==> src/rtl/mpeg_pixel_out_if.sv <==
// Decoder pixel/sync bundle into the output stage, plus the video and diagnostic
// signals it drives back out toward the core.
interface mpeg_pixel_out_if #(
  parameter int DW    = 8,
  parameter int CNT_W = 12
);
  logic [1:0]       mode_req;
  logic [7:0]       in_r, in_g, in_b, in_y;
  logic             pixel_en, h_sync, v_sync, err_clr;
  logic [DW-1:0]    r, g, b;
  logic             de, hs, vs;
  logic [1:0]       mode_act;
  logic [CNT_W-1:0] x_pos, y_pos, last_len;
  logic             line_err;
  logic [15:0]      frame_cnt;

  modport master (
    output mode_req, in_r, in_g, in_b, in_y, pixel_en, h_sync, v_sync, err_clr,
    input  r, g, b, de, hs, vs, mode_act, x_pos, y_pos, last_len, line_err, frame_cnt
  );

  modport slave (
    input  mode_req, in_r, in_g, in_b, in_y, pixel_en, h_sync, v_sync, err_clr,
    output r, g, b, de, hs, vs, mode_act, x_pos, y_pos, last_len, line_err, frame_cnt
  );
endinterface

==> src/rtl/mpeg_pixel_out.sv <==
// Two-stage pixel output stage: register decoder pixels/syncs, pick the colour source,
// widen or narrow to DW, and keep raster/line-length diagnostics for underrun hunting.

module mpeg_pixel_out_lane #(
  parameter int DW = 8
) (
  input  logic [7:0]    c_i,
  output logic [DW-1:0] c_o
);
  // Widening repeats the top bits so full-scale stays full-scale.
  generate
    if (DW == 8) begin : g_pass
      assign c_o = c_i;
    end else if (DW > 8) begin : g_wide
      assign c_o = {c_i, c_i[7 -: (DW-8)]};
    end else begin : g_narrow
      assign c_o = c_i[7 -: DW];
    end
  endgenerate
endmodule

module mpeg_pixel_out #(
  parameter int          DW         = 8,
  parameter int          H_ACTIVE   = 720,
  parameter int          CNT_W      = 12,
  parameter logic [23:0] BORDER_RGB = 24'h444444,
  parameter logic [23:0] SYNC_RGB   = 24'hFF00FF
) (
  input  logic       dot_clk,
  input  logic       RESET_N,
  mpeg_pixel_out_if.slave pix
);
  localparam int               NCH     = 3;
  localparam logic [CNT_W-1:0] H_ACT_C = CNT_W'(H_ACTIVE);
  localparam logic [CNT_W-1:0] BW_C    = CNT_W'(H_ACTIVE / 8);
  localparam logic [CNT_W-1:0] X_MAX   = '1;

  // stage 1
  logic [7:0]       r1_q, g1_q, b1_q, y1_q;
  logic             pe1_q, hs1_q, vs1_q;
  logic [2:0]       bar1_q;
  logic [CNT_W-1:0] xi1_q;

  // raster / diagnostic state
  logic [CNT_W-1:0] x_cnt_q, x_cnt_d;
  logic [CNT_W-1:0] y_cnt_q, y_cnt_d;
  logic [CNT_W-1:0] bar_pix_q, bar_pix_d;
  logic [2:0]       bar_idx_q, bar_idx_d;
  logic [CNT_W-1:0] last_len_q, last_len_d;
  logic             line_err_q, line_err_d;
  logic [15:0]      frame_q, frame_d;
  logic [1:0]       mode_q, mode_d;

  // stage 2
  logic [DW-1:0]    r_q, g_q, b_q;
  logic             de_q, hs_q, vs_q;
  logic [CNT_W-1:0] x_pos_q;

  logic hs_rise, vs_rise, line_set;
  logic [NCH-1:0][7:0]    sel_c;
  logic [NCH-1:0][DW-1:0] cvt_c;
  logic [23:0]            bar_rgb;

  assign hs_rise = pix.h_sync & ~hs1_q;
  assign vs_rise = pix.v_sync & ~vs1_q;

  // Line close reads the pre-clear count; a frame start then overrides the y step.
  always_comb begin
    x_cnt_d    = x_cnt_q;
    y_cnt_d    = y_cnt_q;
    bar_pix_d  = bar_pix_q;
    bar_idx_d  = bar_idx_q;
    last_len_d = last_len_q;
    line_err_d = line_err_q;
    frame_d    = frame_q;
    mode_d     = mode_q;
    line_set   = 1'b0;
    if (hs_rise) begin
      x_cnt_d   = '0;
      bar_pix_d = '0;
      bar_idx_d = '0;
      if (x_cnt_q != '0) begin
        last_len_d = x_cnt_q;
        line_set   = (x_cnt_q != H_ACT_C);
        y_cnt_d    = y_cnt_q + 1'b1;
      end
    end else if (pix.pixel_en) begin
      if (x_cnt_q != X_MAX) x_cnt_d = x_cnt_q + 1'b1;
      if (bar_pix_q == BW_C - 1'b1) begin
        bar_pix_d = '0;
        if (bar_idx_q != 3'd7) bar_idx_d = bar_idx_q + 3'd1;
      end else begin
        bar_pix_d = bar_pix_q + 1'b1;
      end
    end
    if (vs_rise) begin
      y_cnt_d = '0;
      frame_d = frame_q + 16'd1;
      mode_d  = pix.mode_req;
    end
    if (line_set)         line_err_d = 1'b1;
    else if (pix.err_clr) line_err_d = 1'b0;
  end

  always_ff @(posedge dot_clk or negedge RESET_N) begin
    if (!RESET_N) begin
      r1_q       <= '0;
      g1_q       <= '0;
      b1_q       <= '0;
      y1_q       <= '0;
      pe1_q      <= 1'b0;
      hs1_q      <= 1'b0;
      vs1_q      <= 1'b0;
      bar1_q     <= '0;
      xi1_q      <= '0;
      x_cnt_q    <= '0;
      y_cnt_q    <= '0;
      bar_pix_q  <= '0;
      bar_idx_q  <= '0;
      last_len_q <= '0;
      line_err_q <= 1'b0;
      frame_q    <= '0;
      mode_q     <= '0;
    end else begin
      r1_q       <= pix.in_r;
      g1_q       <= pix.in_g;
      b1_q       <= pix.in_b;
      y1_q       <= pix.in_y;
      pe1_q      <= pix.pixel_en;
      hs1_q      <= pix.h_sync;
      vs1_q      <= pix.v_sync;
      bar1_q     <= hs_rise ? 3'd0 : bar_idx_q;
      xi1_q      <= hs_rise ? '0 : x_cnt_q;
      x_cnt_q    <= x_cnt_d;
      y_cnt_q    <= y_cnt_d;
      bar_pix_q  <= bar_pix_d;
      bar_idx_q  <= bar_idx_d;
      last_len_q <= last_len_d;
      line_err_q <= line_err_d;
      frame_q    <= frame_d;
      mode_q     <= mode_d;
    end
  end

  // Bar k: red off for k[1], green off for k[2], blue off for k[0].
  assign bar_rgb = {{8{~bar1_q[1]}}, {8{~bar1_q[2]}}, {8{~bar1_q[0]}}};

  always_comb begin
    sel_c = {r1_q, g1_q, b1_q};
    if (mode_q == 2'd3 && (hs1_q || vs1_q)) begin
      sel_c = SYNC_RGB;
    end else if (!pe1_q) begin
      sel_c = BORDER_RGB;
    end else begin
      case (mode_q)
        2'd1:    sel_c = {y1_q, y1_q, y1_q};
        2'd2:    sel_c = bar_rgb;
        default: sel_c = {r1_q, g1_q, b1_q};
      endcase
    end
`ifndef SYNTHESIS
    // Make undriven decoder data impossible to miss on screen.
    if (pe1_q && $isunknown({r1_q, g1_q, b1_q})) sel_c = 24'hFF0000;
`endif
  end

  for (genvar i = 0; i < NCH; i++) begin : g_lane
    mpeg_pixel_out_lane #(.DW(DW)) u_lane (
      .c_i (sel_c[i]),
      .c_o (cvt_c[i])
    );
  end

  always_ff @(posedge dot_clk or negedge RESET_N) begin
    if (!RESET_N) begin
      r_q     <= '0;
      g_q     <= '0;
      b_q     <= '0;
      de_q    <= 1'b0;
      hs_q    <= 1'b0;
      vs_q    <= 1'b0;
      x_pos_q <= '0;
    end else begin
      r_q     <= cvt_c[2];
      g_q     <= cvt_c[1];
      b_q     <= cvt_c[0];
      de_q    <= pe1_q;
      hs_q    <= hs1_q;
      vs_q    <= vs1_q;
      x_pos_q <= xi1_q;
    end
  end

  assign pix.r         = r_q;
  assign pix.g         = g_q;
  assign pix.b         = b_q;
  assign pix.de        = de_q;
  assign pix.hs        = hs_q;
  assign pix.vs        = vs_q;
  assign pix.mode_act  = mode_q;
  assign pix.x_pos     = x_pos_q;
  assign pix.y_pos     = y_cnt_q;
  assign pix.last_len  = last_len_q;
  assign pix.line_err  = line_err_q;
  assign pix.frame_cnt = frame_q;
endmodule

==> src/flat_wrapper.sv <==
// flat-port wrapper written by rule: the top's interface ports become plain ports
module mpeg_pixel_out_flat 
#(
  parameter int          DW         = 8,
  parameter int          H_ACTIVE   = 720,
  parameter int          CNT_W      = 12,
  parameter logic [23:0] BORDER_RGB = 24'h444444,
  parameter logic [23:0] SYNC_RGB   = 24'hFF00FF
)
  (dot_clk, RESET_N, pix_mode_req, pix_in_r, pix_in_g, pix_in_b, pix_in_y, pix_pixel_en, pix_h_sync, pix_v_sync, pix_err_clr, pix_r, pix_g, pix_b, pix_de, pix_hs, pix_vs, pix_mode_act, pix_x_pos, pix_y_pos, pix_last_len, pix_line_err, pix_frame_cnt);
  mpeg_pixel_out_if #(.DW(DW), .CNT_W(CNT_W)) pix_i ();
  input  logic dot_clk;
  input  logic RESET_N;
  input wire logic [$bits(pix_i.mode_req)-1:0] pix_mode_req;
  input wire logic [$bits(pix_i.in_r)-1:0] pix_in_r;
  input wire logic [$bits(pix_i.in_g)-1:0] pix_in_g;
  input wire logic [$bits(pix_i.in_b)-1:0] pix_in_b;
  input wire logic [$bits(pix_i.in_y)-1:0] pix_in_y;
  input wire logic [$bits(pix_i.pixel_en)-1:0] pix_pixel_en;
  input wire logic [$bits(pix_i.h_sync)-1:0] pix_h_sync;
  input wire logic [$bits(pix_i.v_sync)-1:0] pix_v_sync;
  input wire logic [$bits(pix_i.err_clr)-1:0] pix_err_clr;
  output wire logic [$bits(pix_i.r)-1:0] pix_r;
  output wire logic [$bits(pix_i.g)-1:0] pix_g;
  output wire logic [$bits(pix_i.b)-1:0] pix_b;
  output wire logic [$bits(pix_i.de)-1:0] pix_de;
  output wire logic [$bits(pix_i.hs)-1:0] pix_hs;
  output wire logic [$bits(pix_i.vs)-1:0] pix_vs;
  output wire logic [$bits(pix_i.mode_act)-1:0] pix_mode_act;
  output wire logic [$bits(pix_i.x_pos)-1:0] pix_x_pos;
  output wire logic [$bits(pix_i.y_pos)-1:0] pix_y_pos;
  output wire logic [$bits(pix_i.last_len)-1:0] pix_last_len;
  output wire logic [$bits(pix_i.line_err)-1:0] pix_line_err;
  output wire logic [$bits(pix_i.frame_cnt)-1:0] pix_frame_cnt;
  assign pix_i.mode_req = pix_mode_req;
  assign pix_i.in_r = pix_in_r;
  assign pix_i.in_g = pix_in_g;
  assign pix_i.in_b = pix_in_b;
  assign pix_i.in_y = pix_in_y;
  assign pix_i.pixel_en = pix_pixel_en;
  assign pix_i.h_sync = pix_h_sync;
  assign pix_i.v_sync = pix_v_sync;
  assign pix_i.err_clr = pix_err_clr;
  assign pix_r = pix_i.r;
  assign pix_g = pix_i.g;
  assign pix_b = pix_i.b;
  assign pix_de = pix_i.de;
  assign pix_hs = pix_i.hs;
  assign pix_vs = pix_i.vs;
  assign pix_mode_act = pix_i.mode_act;
  assign pix_x_pos = pix_i.x_pos;
  assign pix_y_pos = pix_i.y_pos;
  assign pix_last_len = pix_i.last_len;
  assign pix_line_err = pix_i.line_err;
  assign pix_frame_cnt = pix_i.frame_cnt;
  mpeg_pixel_out #(.DW(DW), .H_ACTIVE(H_ACTIVE), .CNT_W(CNT_W), .BORDER_RGB(BORDER_RGB), .SYNC_RGB(SYNC_RGB)) u_core (.dot_clk(dot_clk), .RESET_N(RESET_N), .pix(pix_i));
endmodule
==> config.mk <==
export PLATFORM = sky130hd
export DESIGN_NAME = mpeg_pixel_out_flat
export DESIGN_NICKNAME = d
export VERILOG_FILES = /design/src/rtl/mpeg_pixel_out_if.sv /design/src/rtl/mpeg_pixel_out.sv /design/src/flat_wrapper.sv
export SDC_FILE = /design/constraint.sdc
export NUM_CORES = 1
export LEC_CHECK = 0
export CAP_MARGIN = 10
export CORE_AREA = 2 2 129 131
export CTS_CLUSTER_SIZE = 16
export DETAILED_ROUTE_END_ITERATION = 16
export DIE_AREA = 0 0 131 133
export DONT_BUFFER_PORTS = 1
export RECOVER_POWER = 50
export SYNTH_ARGS = -nofsm -noshare
export SYNTH_HDL_FRONTEND = slang
export SYNTH_SLANG_ARGS = --single-unit
export TNS_END_PERCENT = 50
==> constraint.sdc <==
create_clock -name dot_clk -period 4.1 [get_ports dot_clk]
set_input_delay 0.82 -clock dot_clk [delete_from_list [all_inputs] [get_ports dot_clk]]
set_output_delay 0.82 -clock dot_clk [all_outputs]
set_load 0.02 [all_outputs]
==> out/summary.json, run 1 <==
{
  "status": {"value": "completed"},
  "area_delta_synth_final": {"value": 12.69, "unit": "%"},
  "root_buf_cell": {"value": "sky130_fd_sc_hd__clkbuf_16"},
  "power.leakage": {"value": 0.003155, "unit": "uW"},
  "floorplan.die.width": {"value": 131, "unit": "microns"},
  "worst_ir_drop_vdd": {"value": 0.3295, "unit": "mV"},
  "globalRouteOverflowTotal": {"value": 0},
  "xor_xnor_cell_area_share_of_the_yosys_netlist": {"value": 3.497, "unit": "%"},
  "via_per_inst": {"value": 5.272},
  "vias": {"value": 4065},
  "slew_violations": {"value": 0},
  "grt_max_degree": {"value": 160},
  "gr-usage-all-layers": {"value": 15.83, "unit": "%"},
  "flip_flop_and_latch_count_after_synthesis": {"value": 159},
  "fin_skew": {"value": 0.008904, "unit": "ns"},
  "critical_path.reg2reg.startpoint": {"value": "u_core.pix.mode_act[0]"},
  "postRouteAntennaNets": {"value": 0},
  "mostFrequentLayoutCells": {"value": "159 x sky130_fd_sc_hd__dfrtp_1, 49 x sky130_fd_sc_hd__o21ai_0, 41 x sky130_fd_sc_hd__nor2_1"},
  "dominantRegCellSynth": {"value": "sky130_fd_sc_hd__dfrtp_1"},
  "cp-startpoint": {"value": "u_core.pix.mode_act[0]"},
  "post_synth_fa_ha_maj_area_fraction": {"value": 2.198, "unit": "%"},
  "critPathCaptureType": {"value": "flop"},
  "maxCapViolCount": {"value": 0},
  "slew_headroom": {"value": 45.16, "unit": "%"},
  "worst_ep_required": {"value": 4.39, "unit": "ns"},
  "grt_setup_unrepaired": {"value": "no"},
  "cts_repair_resizes": {"value": 0},
  "drtIter0Drc": {"value": 182},
  "yosys.cell_types.count": {"value": 43},
  "layout-drive-gt1-share": {"value": 10.00, "unit": "%"},
  "clock_latency": {"value": 0.42, "unit": "ns"},
  "clk_pin_slew_worst_paths": {"value": 0.06, "unit": "ns"},
  "row_count": {"value": 47},
  "crit_fanout": {"value": 29},
  "fin_crit": {"value": 2.512, "unit": "ns"},
  "hold_viol_final": {"value": 0},
  "dp_hpwl": {"value": 8613, "unit": "microns"},
  "layout.cells.most_common": {"value": "sky130_fd_sc_hd__dfrtp_1"},
  "synth_simple_gate_area_share": {"value": 15.00, "unit": "%"},
  "post_drt_wl_per_cell": {"value": 16.97, "unit": "microns"},
  "synth_compound_gate_area_share": {"value": 9.471, "unit": "%"},
  "power.density_cell_area": {"value": 550.1, "unit": "nW/um^2"},
  "synthDominantCellAreaShare": {"value": 63.54, "unit": "%"},
  "finalHoldWorstSlack": {"value": 0.09229, "unit": "ns"},
  "htree_num_levels": {"value": 4},
  "num_io_pins": {"value": 122},
  "place_congestion": {"value": 0.8425},
  "seq_area_frac_synth": {"value": 63.54, "unit": "%"},
  "synth.area.top_cells": {"value": "sky130_fd_sc_hd__dfrtp_1 64%, sky130_fd_sc_hd__o21ai_0 3.9%, sky130_fd_sc_hd__a21oi_1 3.0%"},
  "setup.worst_path.start_class": {"value": "flop"},
  "buffer_ports.inserted": {"value": 0},
  "crit_arrival": {"value": 2.80, "unit": "ns"},
  "synthesis.area": {"value": 6262, "unit": "sq um"},
  "main_combinational_cell_family_by_area_after_synthesis": {"value": "simple AND/OR/NAND/NOR gates"},
  "placeableCoreArea": {"value": 16170, "unit": "sq um"},
  "drt_drc_violations_left": {"value": 0},
  "die_footprint": {"value": 17420, "unit": "sq um"},
  "finalSetupViolCount": {"value": 0},
  "hold_buffer_count_at_cts": {"value": 0},
  "drt_pass1_iterations": {"value": 4},
  "hold_class": {"value": "in -> async"},
  "cts_inserted_buffers": {"value": 17},
  "fin_crit_sh": {"value": 61.28, "unit": "%"},
  "max_freq": {"value": 398.0, "unit": "MHz"},
  "postSynthCellCount": {"value": 538},
  "finalNetCount": {"value": 588},
  "synth.area.mux_share": {"value": 3.676, "unit": "%"},
  "synthesis.nets": {"value": 589},
  "grt_pass1_vias": {"value": 4138},
  "async_flop_share": {"value": 100.0, "unit": "%"},
  "synthesis.yosys.warnings": {"value": 0},
  "worst-slew-pin-transition": {"value": 0.8227, "unit": "ns"},
  "synth-edff-count": {"value": 0},
  "totalNegativeSetupSlack": {"value": 0, "unit": "ns"},
  "timing_worst_setup_path_type": {"value": "reg -> reg"},
  "post_synth.cell_area_avg": {"value": 11.64, "unit": "sq um"},
  "antenna_found_initial": {"value": 1},
  "global_route_wire_length_before_repair": {"value": 21460, "unit": "microns"},
  "numClockSinks": {"value": 159},
  "route.final.wire_length": {"value": 13090, "unit": "microns"},
  "synth.largest_area_cell": {"value": "sky130_fd_sc_hd__dfrtp_1"},
  "floorplan.initialDensity": {"value": 38.72, "unit": "%"},
  "dieHeight": {"value": 133, "unit": "microns"},
  "ctsLongestPathBuffers": {"value": 2},
  "cts.repair_timing.setup_buffer_count": {"value": 0},
  "cts_tree": {"value": "built"}
}
## final cells by class
class	count	area [sq um]
inverters	14	52.55
multi-input cells	342	2122
well taps	220	275.3
diodes	1	2.502
clock buffers	17	425.4
repair buffers	3	22.52
clock inverters	15	177.7
flip-flops and latches	159	3979
fillers	1490	9115
## logic make-up (layout without fill, tap and decap cells)
family,Yosys count,count (layout)
AO/OA/AOI/OAI,107,107
multiplexers,19,19
XOR/XNOR,25,25
other,0,1
buffers and inverters,37,49
adder cells (fa/ha/maj),11,11
flip-flops,159,159
AND/OR/NAND/NOR,180,180
## power breakdown
part / internal [uW] / switching [uW]
Clock: 917 / 669
Sequential: 1710 / 268
Combinational: 127 / 190
Total: 2750 / 1130
## worst max-delay path, stage by stage (launching register included)
cell and delay, ns:
sky130_fd_sc_hd__dfrtp_1 0.52, sky130_fd_sc_hd__inv_1 0.10, sky130_fd_sc_hd__ha_1 0.33, sky130_fd_sc_hd__inv_1 0.58
sky130_fd_sc_hd__o21ai_0 0.48, sky130_fd_sc_hd__a21oi_1 0.25, sky130_fd_sc_hd__o21ai_0 0.13
## cells in the mapped netlist (all sizes together), types with 7 or more instances
cell / n
ha: 11
mux2: 17
xnor2: 15
clkbuf: 17
nor3: 13
nand3: 19
and2: 12
nor2: 41
xor2: 10
or3: 9
o21ai: 51
nand4: 17
dfrtp: 159
a21oi: 37
nand2: 36
or4: 7
inv: 14
## per-stage QoR
step	std cells	util, %	area [sq um]	setup WS, ns	power, uW
CTS	770	43.62	7054	1.537	3937
detailed placement	738	39.89	6451	1.532	2325
floorplan	538	-	6262	2.014	2225
global route	770	43.62	7054	1.321	4075
global placement	738	39.89	6451	1.574	2314
finish	771	43.64	7057	1.588	3882
## state kept, by name (all words and copies together) (netlist names), 12 cells and up
name                  count
u_core.pix.frame_cnt     16
u_core.xi1_q             12
u_core.pix.x_pos         12
u_core.pix.y_pos         12
u_core.x_cnt_q           12
u_core.bar_pix_q         12
u_core.pix.last_len      12
## path summary, 6_finish.rpt
path	to	slack, ns	cells past startpoint
worst min register to register	u_core.pix.x_pos[6]	0.35	0
worst max register to register	u_core.pix.b[4]	1.59	6
max in group asynchronous	u_core.pix.y_pos[0]	3.76	0
worst max-delay path	u_core.pix.b[4]	1.59	6
worst min-delay path	u_core.g1_q[4]	0.09	0
min in group dot_clk	u_core.pix.x_pos[6]	0.35	0
## per-layer routing
metal  vias up  wire (microns)  global-route usage (%)
met5         -               0                       0
met4         0             235                   6.265
met3        19            1002                   5.742
met2       127            6167                   24.09
met1      2023            5680                   20.51
li1       1896               -                       -
(Power assumes the default switching activity.)
==> run 2, diff against run 1 <==
==> constraint.sdc (replaced) <==
create_clock -name dot_clk -period 2.04 [get_ports dot_clk]
set_input_delay 0.408 -clock dot_clk [delete_from_list [all_inputs] [get_ports dot_clk]]
set_output_delay 0.408 -clock dot_clk [all_outputs]
set_load 0.02 [all_outputs]
==> run 2 against run 1 <==
Compared with the run above: largest power group unchanged; the flow now finishes with violations (hold timing); first-iteration DRC count up 32%; total power up 110%; sequential share of layout area down 4.5 points; sequential power up 99%; critical path depth unchanged.
==> out/summary.json, run 2 (synthesized netlist as in run 1, its figures left out) <==
{
  "status": {"value": "complete, but fails checks"},
  "violated_checks": {"value": "hold timing"},
  "timing_worst_setup_path_type": {"value": "reg -> reg"},
  "row_count": {"value": 47},
  "grt_setup_unrepaired": {"value": "yes"},
  "ctsLongestPathBuffers": {"value": 2},
  "place_congestion": {"value": 0.8555},
  "power.density_cell_area": {"value": 1056, "unit": "nW/um^2"},
  "grt_pass1_vias": {"value": 4324},
  "antenna_found_initial": {"value": 0},
  "totalNegativeSetupSlack": {"value": 0, "unit": "ns"},
  "die_footprint": {"value": 17420, "unit": "sq um"},
  "post_drt_wl_per_cell": {"value": 16.50, "unit": "microns"},
  "postRouteAntennaNets": {"value": 0},
  "fill_cells": {"value": 1428},
  "buffer_ports.inserted": {"value": 0},
  "crit_fanout": {"value": 14},
  "largest_register_ffs": {"value": 16},
  "slew_violations": {"value": 0},
  "globalRouteOverflowTotal": {"value": 0},
  "maxCapViolCount": {"value": 0},
  "mostFrequentLayoutCells": {"value": "159 x sky130_fd_sc_hd__dfrtp_1, 49 x sky130_fd_sc_hd__o21ai_0, 41 x sky130_fd_sc_hd__nor2_1"},
  "floorplan.die.width": {"value": 131, "unit": "microns"},
  "worst_setup_margin": {"value": 0.02507, "unit": "ns"},
  "worst-slew-pin-transition": {"value": 0.7534, "unit": "ns"},
  "layout-drive-gt1-share": {"value": 13.89, "unit": "%"},
  "drt_pass1_iterations": {"value": 4},
  "route.final.wire_length": {"value": 13720, "unit": "microns"},
  "worst_ir_drop_vdd": {"value": 0.6503, "unit": "mV"},
  "area_delta_synth_final": {"value": 22.38, "unit": "%"},
  "via_per_inst": {"value": 5.210},
  "worst_path_max_delay_cell": {"value": "sky130_fd_sc_hd__or4b_4"},
  "vias": {"value": 4335},
  "global_route_wire_length_before_repair": {"value": 22160, "unit": "microns"},
  "crit_family": {"value": "simple AND/OR/NAND/NOR gates"},
  "finalSetupViolCount": {"value": 0},
  "worstPathCellList": {"value": "inv_2 > ha_1 > or4b_4 > o31a_1 > buf_12 > mux2_4"},
  "placement.cell_area": {"value": 6644, "unit": "sq um"},
  "fin_crit": {"value": 2.015, "unit": "ns"},
  "dp_hpwl": {"value": 9068, "unit": "microns"},
  "cts_tree": {"value": "built"},
  "finish.cell_count_without_fillers": {"value": 832},
  "post-place-cells": {"value": 762},
  "finalInstanceArea": {"value": 7664, "unit": "sq um"},
  "power.leakage": {"value": 0.003448, "unit": "uW"},
  "hold_viol_final": {"value": 159},
  "crit_arrival": {"value": 2.32, "unit": "ns"},
  "drtIter0Drc": {"value": 240},
  "finalNetCount": {"value": 650},
  "clk_pin_slew_worst_paths": {"value": 0.06, "unit": "ns"},
  "finalPower": {"value": 8095, "unit": "uW"},
  "htree_num_levels": {"value": 4},
  "crit_buf_inv": {"value": 2},
  "fin_skew": {"value": 0.005965, "unit": "ns"},
  "setup.worst_path.start_class": {"value": "flop"},
  "cts_inserted_buffers": {"value": 17},
  "numClockSinks": {"value": 159},
  "clock_latency": {"value": 0.42, "unit": "ns"},
  "root_buf_cell": {"value": "sky130_fd_sc_hd__clkbuf_16"},
  "finalHoldWorstSlack": {"value": -0.3161, "unit": "ns"},
  "dieHeight": {"value": 133, "unit": "microns"},
  "floorplan.initialDensity": {"value": 38.72, "unit": "%"},
  "num_io_pins": {"value": 122},
  "max_freq": {"value": 496.3, "unit": "MHz"},
  "crit_path_largest_cell_delay": {"value": 0.49, "unit": "ns"},
  "grt_max_degree": {"value": 160},
  "critPathCaptureType": {"value": "flop"},
  "drt_drc_violations_left": {"value": 0},
  "antenna_cells": {"value": 0},
  "gr-usage-all-layers": {"value": 16.27, "unit": "%"},
  "slew_headroom": {"value": 49.24, "unit": "%"},
  "fin_crit_sh": {"value": 98.77, "unit": "%"},
  "dpl_worst_slack": {"value": -0.008259, "unit": "ns"},
  "layout.cells.most_common": {"value": "sky130_fd_sc_hd__dfrtp_1"},
  "worst_ep_required": {"value": 2.34, "unit": "ns"},
  "placeableCoreArea": {"value": 16170, "unit": "sq um"},
  "hold_class": {"value": "in -> async"}
}
-- run 2: cell count changes in the layout (fill, tap and decap cells not counted), sizes merged --
cell	change
inv	-3
clkinvlp	+1
bufinv	+1
buf	+27
clkbuf	+5
dlygate4sd3	+35
diode	-1
clkinv	-4
-- run 2: metrics by stage --
step                utilization (%)  hold slack [ns]
CTS                           46.29          -0.3350
detailed placement            41.08           0.1156
global route                  47.39          -0.3462
finish                        47.39          -0.3161
global placement              41.08           0.1155
floorplan                         -           0.1124
-- run 2: final cells by class --
class	instances	area [sq um]	share of cell area [%]
flip-flops and latches	159	3979	51.92
multi-input cells	342	2143	27.97
repair buffers	65	588.1	7.673
clock buffers	22	474.2	6.188
well taps	220	275.3	3.592
clock inverters	10	151.4	1.976
inverters	14	52.55	0.6857
-- run 2: final timing paths --
path	start	to	slack, ns	cells past startpoint
max	u_core.x_cnt_q[1]	u_core.pix.last_len[7]	0.03	6
min	RESET_N	u_core.bar_pix_q[1]	-0.32	0
max reg2reg	u_core.x_cnt_q[1]	u_core.pix.last_len[7]	0.03	6
min reg2reg	u_core.xi1_q[0]	u_core.pix.x_pos[0]	0.35	0
max in group asynchronous	RESET_N	u_core.bar_pix_q[6]	2.12	0
min in group dot_clk	pix_err_clr	u_core.pix.line_err	0.09	1
-- run 2: what timing repair did --
item | CTS | global route
endpoints found under the setup margin | 1 | 13
hold buffers | 21 | 14
endpoints found under the hold margin | 180 | 173
gates resized for setup | 1 | 5
setup buffers | 0 | 3
pin swaps | 0 | 2
-- run 2: report_power, final --
part           switching (uW)  internal [uW]  total, uW  leakage, uW
clock                    1260           2040       3310     0.000299
sequential                502           3440       3940      0.00206
combinational             466            382        848      0.00109
total                    2230           5860       8090      0.00345
-- run 2: per-layer routing --
| metal | global-route usage [%] | wire [microns] | up-vias |
|---|---|---|---|
| met4 | 5.851 | 177 | 0 |
| met5 | 0 | 0 | - |
| met3 | 6.470 | 1260 | 18 |
| met2 | 25.16 | 6499 | 168 |
| li1 | - | - | 2018 |
| met1 | 20.62 | 5786 | 2131 |
